### src/rtl/video_timing_pkg.sv
// Shared raster-mode description and helpers for the starsoc video blocks.
// Colour constants live in starsoc_params, not here.
package video_timing_pkg;

    typedef struct packed {
        int   h_visible;
        int   h_fp;
        int   h_sync;
        int   h_bp;
        int   v_visible;
        int   v_fp;
        int   v_sync;
        int   v_bp;
        logic h_pol;
        logic v_pol;
    } mode_t;

    localparam mode_t MODE_640x480_60 = '{
        h_visible: 640, h_fp: 16, h_sync: 96, h_bp: 48,
        v_visible: 480, v_fp: 10, v_sync: 2,  v_bp: 33,
        h_pol: 1'b0, v_pol: 1'b0
    };

    function automatic int h_total(input mode_t m);
        return m.h_visible + m.h_fp + m.h_sync + m.h_bp;
    endfunction

    function automatic int v_total(input mode_t m);
        return m.v_visible + m.v_fp + m.v_sync + m.v_bp;
    endfunction

endpackage

### src/rtl/clk_en_div.sv
// Clock-enable divider: one-cycle tick every CLK_DIV cycles while enable is high.
// Reusable by any block that runs at pixel rate off the system clock.
module clk_en_div #(
    parameter int CLK_DIV = 4
) (
    input  logic clk,
    input  logic rst,
    input  logic enable,
    output logic tick
);

    // CLK_DIV=1 degenerates to a counter stuck at zero, so tick follows enable.
    localparam int              DW   = (CLK_DIV > 1) ? $clog2(CLK_DIV) : 1;
    localparam logic [DW-1:0]   LAST = DW'(CLK_DIV - 1);

    logic [DW-1:0] div_q, div_d;

    // NOTE: every variable gets a default at the top of always_comb so no path can infer a latch.
    always_comb begin
        div_d = div_q;
        if (!enable || div_q == LAST) begin
            div_d = '0;
        end else begin
            div_d = div_q + DW'(1);
        end
    end

    // NOTE: sequential state uses non-blocking assignments so all flops update together at the edge.
    always_ff @(posedge clk or posedge rst) begin
        if (rst) begin
            div_q <= '0;
        end else begin
            div_q <= div_d;
        end
    end

    assign tick = enable && (div_q == LAST);

endmodule

### src/rtl/vga_timing_gen.sv
// Parametrised raster timing generator: sync, data-enable, coordinates and
// line/frame strobes, registered one clock after each pixel tick.
module vga_timing_gen
    import video_timing_pkg::*;
#(
    parameter int H_VISIBLE  = MODE_640x480_60.h_visible,
    parameter int H_FP       = MODE_640x480_60.h_fp,
    parameter int H_SYNC     = MODE_640x480_60.h_sync,
    parameter int H_BP       = MODE_640x480_60.h_bp,
    parameter int V_VISIBLE  = MODE_640x480_60.v_visible,
    parameter int V_FP       = MODE_640x480_60.v_fp,
    parameter int V_SYNC     = MODE_640x480_60.v_sync,
    parameter int V_BP       = MODE_640x480_60.v_bp,
    parameter bit H_SYNC_POL = MODE_640x480_60.h_pol,
    parameter bit V_SYNC_POL = MODE_640x480_60.v_pol,
    parameter int CLK_DIV    = 4,
    parameter int CW         = 11
) (
    input  logic          clk,
    input  logic          rst,
    input  logic          enable,
    output logic          pix_valid,
    output logic          hsync,
    output logic          vsync,
    output logic          de,
    output logic [CW-1:0] x,
    output logic [CW-1:0] y,
    output logic          line_start,
    output logic          frame_start
);

    localparam mode_t MODE = '{
        h_visible: H_VISIBLE, h_fp: H_FP, h_sync: H_SYNC, h_bp: H_BP,
        v_visible: V_VISIBLE, v_fp: V_FP, v_sync: V_SYNC, v_bp: V_BP,
        h_pol: H_SYNC_POL, v_pol: V_SYNC_POL
    };

    localparam logic [CW-1:0] H_LAST   = CW'(h_total(MODE) - 1);
    localparam logic [CW-1:0] V_LAST   = CW'(v_total(MODE) - 1);
    localparam logic [CW-1:0] H_VIS    = CW'(H_VISIBLE);
    localparam logic [CW-1:0] V_VIS    = CW'(V_VISIBLE);
    localparam logic [CW-1:0] HS_FIRST = CW'(H_VISIBLE + H_FP);
    localparam logic [CW-1:0] HS_LAST  = CW'(H_VISIBLE + H_FP + H_SYNC - 1);
    localparam logic [CW-1:0] VS_FIRST = CW'(V_VISIBLE + V_FP);
    localparam logic [CW-1:0] VS_LAST  = CW'(V_VISIBLE + V_FP + V_SYNC - 1);
    localparam logic          H_IDLE   = ~H_SYNC_POL;
    localparam logic          V_IDLE   = ~V_SYNC_POL;

    logic tick;

    clk_en_div #(.CLK_DIV(CLK_DIV)) u_div (
        .clk    (clk),
        .rst    (rst),
        .enable (enable),
        .tick   (tick)
    );

    logic [CW-1:0] hc_q, hc_d, vc_q, vc_d;

    always_comb begin
        hc_d = hc_q;
        vc_d = vc_q;
        if (!enable) begin
            hc_d = '0;
            vc_d = '0;
        end else if (tick) begin
            if (hc_q == H_LAST) begin
                hc_d = '0;
                vc_d = (vc_q == V_LAST) ? '0 : vc_q + CW'(1);
            end else begin
                hc_d = hc_q + CW'(1);
            end
        end
    end

    logic          pix_valid_q, hsync_q, vsync_q, de_q, line_start_q, frame_start_q;
    logic          pix_valid_d, hsync_d, vsync_d, de_d, line_start_d, frame_start_d;
    logic [CW-1:0] x_q, x_d, y_q, y_d;

    // Decode the pre-increment position; strobes pulse only alongside pix_valid.
    always_comb begin
        pix_valid_d   = 1'b0;
        line_start_d  = 1'b0;
        frame_start_d = 1'b0;
        hsync_d       = hsync_q;
        vsync_d       = vsync_q;
        de_d          = de_q;
        x_d           = x_q;
        y_d           = y_q;
        if (!enable) begin
            hsync_d = H_IDLE;
            vsync_d = V_IDLE;
            de_d    = 1'b0;
            x_d     = '0;
            y_d     = '0;
        end else if (tick) begin
            pix_valid_d   = 1'b1;
            x_d           = hc_q;
            y_d           = vc_q;
            de_d          = (hc_q < H_VIS) && (vc_q < V_VIS);
            hsync_d       = (hc_q >= HS_FIRST && hc_q <= HS_LAST) ? H_SYNC_POL : H_IDLE;
            vsync_d       = (vc_q >= VS_FIRST && vc_q <= VS_LAST) ? V_SYNC_POL : V_IDLE;
            line_start_d  = (hc_q == '0);
            frame_start_d = (hc_q == '0) && (vc_q == '0);
        end
    end

    always_ff @(posedge clk or posedge rst) begin
        if (rst) begin
            hc_q          <= '0;
            vc_q          <= '0;
            pix_valid_q   <= 1'b0;
            hsync_q       <= H_IDLE;
            vsync_q       <= V_IDLE;
            de_q          <= 1'b0;
            x_q           <= '0;
            y_q           <= '0;
            line_start_q  <= 1'b0;
            frame_start_q <= 1'b0;
        end else begin
            hc_q          <= hc_d;
            vc_q          <= vc_d;
            pix_valid_q   <= pix_valid_d;
            hsync_q       <= hsync_d;
            vsync_q       <= vsync_d;
            de_q          <= de_d;
            x_q           <= x_d;
            y_q           <= y_d;
            line_start_q  <= line_start_d;
            frame_start_q <= frame_start_d;
        end
    end

    assign pix_valid   = pix_valid_q;
    assign hsync       = hsync_q;
    assign vsync       = vsync_q;
    assign de          = de_q;
    assign x           = x_q;
    assign y           = y_q;
    assign line_start  = line_start_q;
    assign frame_start = frame_start_q;

endmodule

### config.mk
export PLATFORM = sky130hd
export DESIGN_NAME = vga_timing_gen
export DESIGN_NICKNAME = d
export VERILOG_FILES = /design/src/rtl/video_timing_pkg.sv /design/src/rtl/clk_en_div.sv /design/src/rtl/vga_timing_gen.sv
export SDC_FILE = /design/constraint.sdc
export NUM_CORES = 1
export LEC_CHECK = 0
export CAP_MARGIN = 20
export CORE_AREA = 2 2 84 86
export CTS_CLUSTER_SIZE = 25
export DETAILED_ROUTE_END_ITERATION = 16
export DIE_AREA = 0 0 86 88
export GPL_ROUTABILITY_DRIVEN = 0
export GPL_TIMING_DRIVEN = 0
export HOLD_SLACK_MARGIN = 0.08
export PLACE_DENSITY = 0.59
export RECOVER_POWER = 25
export SYNTH_ARGS = -nofsm -noshare
export SYNTH_HDL_FRONTEND = slang
export SYNTH_HIERARCHICAL = 1
export SYNTH_SLANG_ARGS = --single-unit
### constraint.sdc
create_clock -name clk -period 3.3 [get_ports clk]
set_input_delay 0.66 -clock clk [delete_from_list [all_inputs] [get_ports clk]]
set_output_delay 0.66 -clock clk [all_outputs]
set_load 0.005 [all_outputs]
; After elaboration in Yosys (flattened, before gate mapping)
; Cells that the tools add are included.
[classes]
n_mux = 26
n_reduce_logical = 10
eq_ne = 5
n_addsub = 3
order_cmp = 6
[ops]
columns = op, n
row1 = $mux W11, 11
row2 = $add A11 B1 Y11 const B, 2
row3 = $eq A11 B10 Y1 const B, 2
row4 = $logic_not A11 Y1, 2
row5 = $mux W1, 14
row6 = $ge A11 B10 Y1 const B, 1
row7 = $ge A11 B9 Y1 const B, 1
row8 = $le A11 B10 Y1 const B, 1
row9 = $le A11 B9 Y1 const B, 1
row10 = $lt A11 B10 Y1 const B, 1
row11 = $lt A11 B9 Y1 const B, 1
row12 = $logic_and A1 B1 Y1, 5
row13 = $ne A2 B1 Y1 const B, 2
row14 = $add A2 B1 Y2 const B, 1
row15 = $eq A2 B2 Y1 const B, 1
row16 = $mux W2, 1
row17 = $reduce_and A2 Y1, 1
row18 = $logic_not A1 Y1, 1
row19 = $logic_or A1 B1 Y1, 1
[word_totals]
out_inout_bits = 28
input_bits = 3
regBits = 52

; Logic depth before layout (Yosys ltp)
[depth]
depth_word = 5
mapped_depth = 8
depth_no_buf = 7

; Modules after synthesis
; The synthesis kept the hierarchy.
[by_module_without_submodules]
columns = mod, instances, area_per_inst_um2, cells_per_inst, seq_area_each_um2
row1 = vga_timing_gen, 1, 2518.7, 251, 1253.7
row2 = clk_en_div, 1, 95.1, 7, 50.0

; Least setup slack after synthesis
; No wires, ideal clock.
[synth_path]
path_kind = in2reg
startpoint = in enable
endpoint = reg x_q[10], in the netlist x[10]
arrival_time_ps = 1852
n_path_buf = 2
slack_ps = 1317
setup_time_ps = 132
stages = 5
path_cell_list = and2_2 buf_1 buf_1 mux2i_1 nor2_1
[synth_via]
elab_chain_len = 2
elab_cells_between_ends = 3
[synth_lines]
columns = element, line
row1 = from (decl), vga_timing_gen.sv:21  ; input logic enable,
row2 = $logic_and A1 B1 Y1, clk_en_div.sv:37  ; assign tick = enable && (div_q == LAST);
row3 = $ne A2 B1 Y1 (no line), --
row4 = to (signal assigned), vga_timing_gen.sv:116  ; x_q <= '0;
row5 = to (signal assigned), vga_timing_gen.sv:127  ; x_q <= x_d;
row6 = to (decl), vga_timing_gen.sv:78  ; logic [CW-1:0] x_q, x_d, y_q, y_d;
; Several ways; a longest one is shown, not always the timed one.
; A chain may end at the register's enable or synchronous reset.

; Worst setup path in the final report
[layout_path]
startpoint = in enable
endpoint = reg vc_q[10]
[layout_via]
elab_chain_len = 3
elab_cells_between_ends = 5
[layout_lines]
columns = element, line
row1 = $logic_and A1 B1 Y1, clk_en_div.sv:37
row2 = named net tick, vga_timing_gen.sv:49  ; logic tick;
row3 = $ne A2 B1 Y1 (no line), --
row4 = $reduce_and A2 Y1 (no line), --
row5 = to (signal assigned), vga_timing_gen.sv:122  ; vc_q <= vc_d;
row6 = to (decl), vga_timing_gen.sv:58  ; logic [CW-1:0] hc_q, hc_d, vc_q, vc_d;
; The timed path passes the listed nets, and every way through them passes these cells.

==> run summary <==
status - finished clean
Setup Viol. Count Final - 0
register area share after synthesis - 49.9%
Crit Path Max Fanout - 10
cts hold-fix bufs - 0
Die W - 86 um
Worst-Margin Slew - 0.920 ns
CTS buffer count - 5
register bit count reported by yosys - 52
height of the die - 88 um
Fillers - 636
critical setup path kind - in2reg
Starting Density - 39.3%
Post-synth EDFFs - 0
DR vias/cell - 5.44
Worst Hold Depth - 1
drt drc - 0
clk_lat worst skew - 0.31 ns
Hold Path Sink - u_div/div_q[0]
H-tree levels - 2
RSZ-0062 raised after global routing - no
initial antenna violation count - 0
Setup crit start kind - input pin
reg-to-reg endpoint - vc_q[10]
number of global-route vias before repair - 1993
1st-iter DRT viols - 215
Final #Nets - 304
first-pass GRT wire length - 10.3 mm
Synth Net Count - 266
Worst Skew - 0.0104 ns
CTS tree - built
R2R Path Start - u_div/div_q[0]
worst hold start - u_div/div_q[0]
final worst setup slack - 0.581 ns
Worst Setup End Kind - flip-flop
most frequent cells in the layout - 50 x dfrtp_1, 35 x nor2_1, 28 x clkdlybuf4s50_1, 22 x mux2i_1, 18 x nand2_1
worst r2r path cells - 6
Post-Place Worst Slack - 0.355 ns
IO buf count - 30
Core Area - 6640 um2
Final Max Slew Viols - 0
Power Density - 350 nW/um2
gr ovfl total - 0
share of layout cells above drive strength 1 - 9.09%
n_diodes - 0
R2R setup slack - 0.98 ns
gr usage total - 17.4%
Hold WC Path Type - reg2reg
minimum clock period - 2.72 ns
setup repair bufs after CTS - 0
commonest non-fill, non-tap cell in the layout - dfrtp_1
VDD IR max - 0.219 mV
CTS root buffer - clkbuf_8
syn avg cell area - 10.1 um2
routed len/inst - 16.1 um
Worst Path Arrival - 2.90 ns
normalized max-slew margin - 38.7%
I/O pin count - 31
Leakage Power - 1.29 nW
Total Neg Setup Slack - 0 ns
Mapped Cells - 258
CP peak stage delay - 0.59 ns
post-route ant nets - 0
Post-synth top flop - dfrtp_1
slowest CP cell - dlygate4sd3_1
Die Area - 7570 um2
final wirelength - 6.06 mm
clk slew on worst S/H paths - 0.10 ns
Post-synth ARST share - 100%
Synth Cell Area - 2610 um2
CTS Sinks - 52
Hold Violations, Final - 0
share of the clock period used by the worst path - 82.4%
post_cts resized - 0
number of synthesis warnings - 6
largest net degree at the start of global routing - 39
max cap viols - 0
Area Overhead vs Synth - 18.7%
DRT Pass-1 Iters - 4
crit path cell chain - dlygate4sd3_1 > and2_2 > buf_1 > nand4_1 > o311ai_0 > o31ai_1
deepest clock path buffer count - 2
post-synth cell types - 50
Max Fclk - 368 MHz
Critical Path RT - 3.48 ns
Vias - 2050
row cnt - 30
post-DP HPWL - 4.28 mm
-- layer usage --
layer | GRT usage, % | share of wire, % | vias to the layer above
li1 | - | - | 1005
met1 | 27.0 | 52 | 998
met2 | 24.7 | 44 | 45
met3 | 3.02 | 2.7 | 2
met4 | 5.48 | 0.69 | 0
met5 | 0 | 0 | -
-- worst max path at each step --
stage,from,to,cells past startpoint
4_1_cts,enable,vc_q[10],6
2_1_floorplan,enable,x[10],5
3_3_place_gp,rst,x[3],2
6_report,enable,vc_q[10],6
3_5_place_dp,enable,vc_q[10],6
5_1_grt,enable,vc_q[10],6
-- Yosys cell counts, types with 2 or more instances --
cell type / count / share of area (%)
dfrtp_1: 50 / 48
nor2_1: 35 / 5.0
mux2i_1: 22 / 8.4
nand2_1: 18 / 2.6
o21ai_0: 10 / 1.9
nand3_1: 9 / 1.7
inv_1: 8 / 1.1
nand4_1: 8 / 1.9
a31oi_1: 7 / 1.7
buf_2: 7 / 1.3
clkbuf_1: 5 / 0.72
ha_1: 5 / 2.4
o31ai_1: 5 / 1.4
a21oi_1: 4 / 0.77
buf_1: 4 / 0.57
nand2b_1: 4 / 0.96
o211ai_1: 4 / 1.1
or3_1: 4 / 0.96
a22oi_1: 3 / 0.86
nor3_1: 3 / 0.57
nor4b_1: 3 / 1.0
xnor2_1: 3 / 1.0
xor2_1: 3 / 1.0
a311oi_1: 2 / 0.67
and3_1: 2 / 0.48
and4_1: 2 / 0.67
dfstp_2: 2 / 2.0
nand3b_1: 2 / 0.57
nor4_1: 2 / 0.48
o311ai_0: 2 / 0.67
-- cells by family (layout without fill, tap and decap cells) --
family,after synthesis,in the layout,share of synthesized area (%)
AOI/OAI and AO/OA,43,43,11.7
xor gates and xnor gates,6,6,2.01
adders and majority gates,5,5,2.39
buffers and inverters,26,65,4.36
DFF,52,52,49.9
muxes,23,23,8.86
and+or+nand+nor,103,103,20.8
-- sequential cells by signal, summed over array words and instances (netlist names), 2 cells and up --
register     flops
x               11
u_div/div_q      2
y               11
vc_q            11
hc_q            11
-- per-stage QoR --
step	util, %	hold WS (ns)	area, um2	power, mW	cells
floorplan	-	0.401	2610	0.706	258
global placement	45.4	0.440	3010	0.728	368
detailed placement	45.7	0.457	3030	0.731	369
CTS	47.0	0.471	3120	1.10	377
global route	46.7	0.487	3100	1.14	377
finish	46.7	0.459	3100	1.09	377
-- cell type report --
| cell class | instances | area [um2] | area share (%) |
|---|---|---|---|
| Sequential cell | 52 | 1300 | 42.0 |
| Multi-Input combinational cell | 180 | 1190 | 38.4 |
| Timing Repair Buffer | 31 | 305 | 9.84 |
| Tap cell | 80 | 100 | 3.23 |
| Buffer | 17 | 80.1 | 2.58 |
| Clock buffer | 5 | 68.8 | 2.22 |
| Inverter | 9 | 33.8 | 1.09 |
| Clock inverter | 3 | 18.8 | 0.605 |
-- critical path: cells and delay by family --
kind                   cells  cell delay (ns)
buffers and inverters      2             1.05
and+or+nand+nor            2             0.61
AOI/OAI and AO/OA          2             0.57
-- report_power, final --
group / leakage [nW] / internal, mW / switching [mW]
registers: 0.717 / 0.644 / 0.00747
clock network: 0.0479 / 0.149 / 0.223
logic: 0.523 / 0.0201 / 0.0429
total: 1.29 / 0.812 / 0.273
Note: power is estimated with default switching activity, not from simulation.
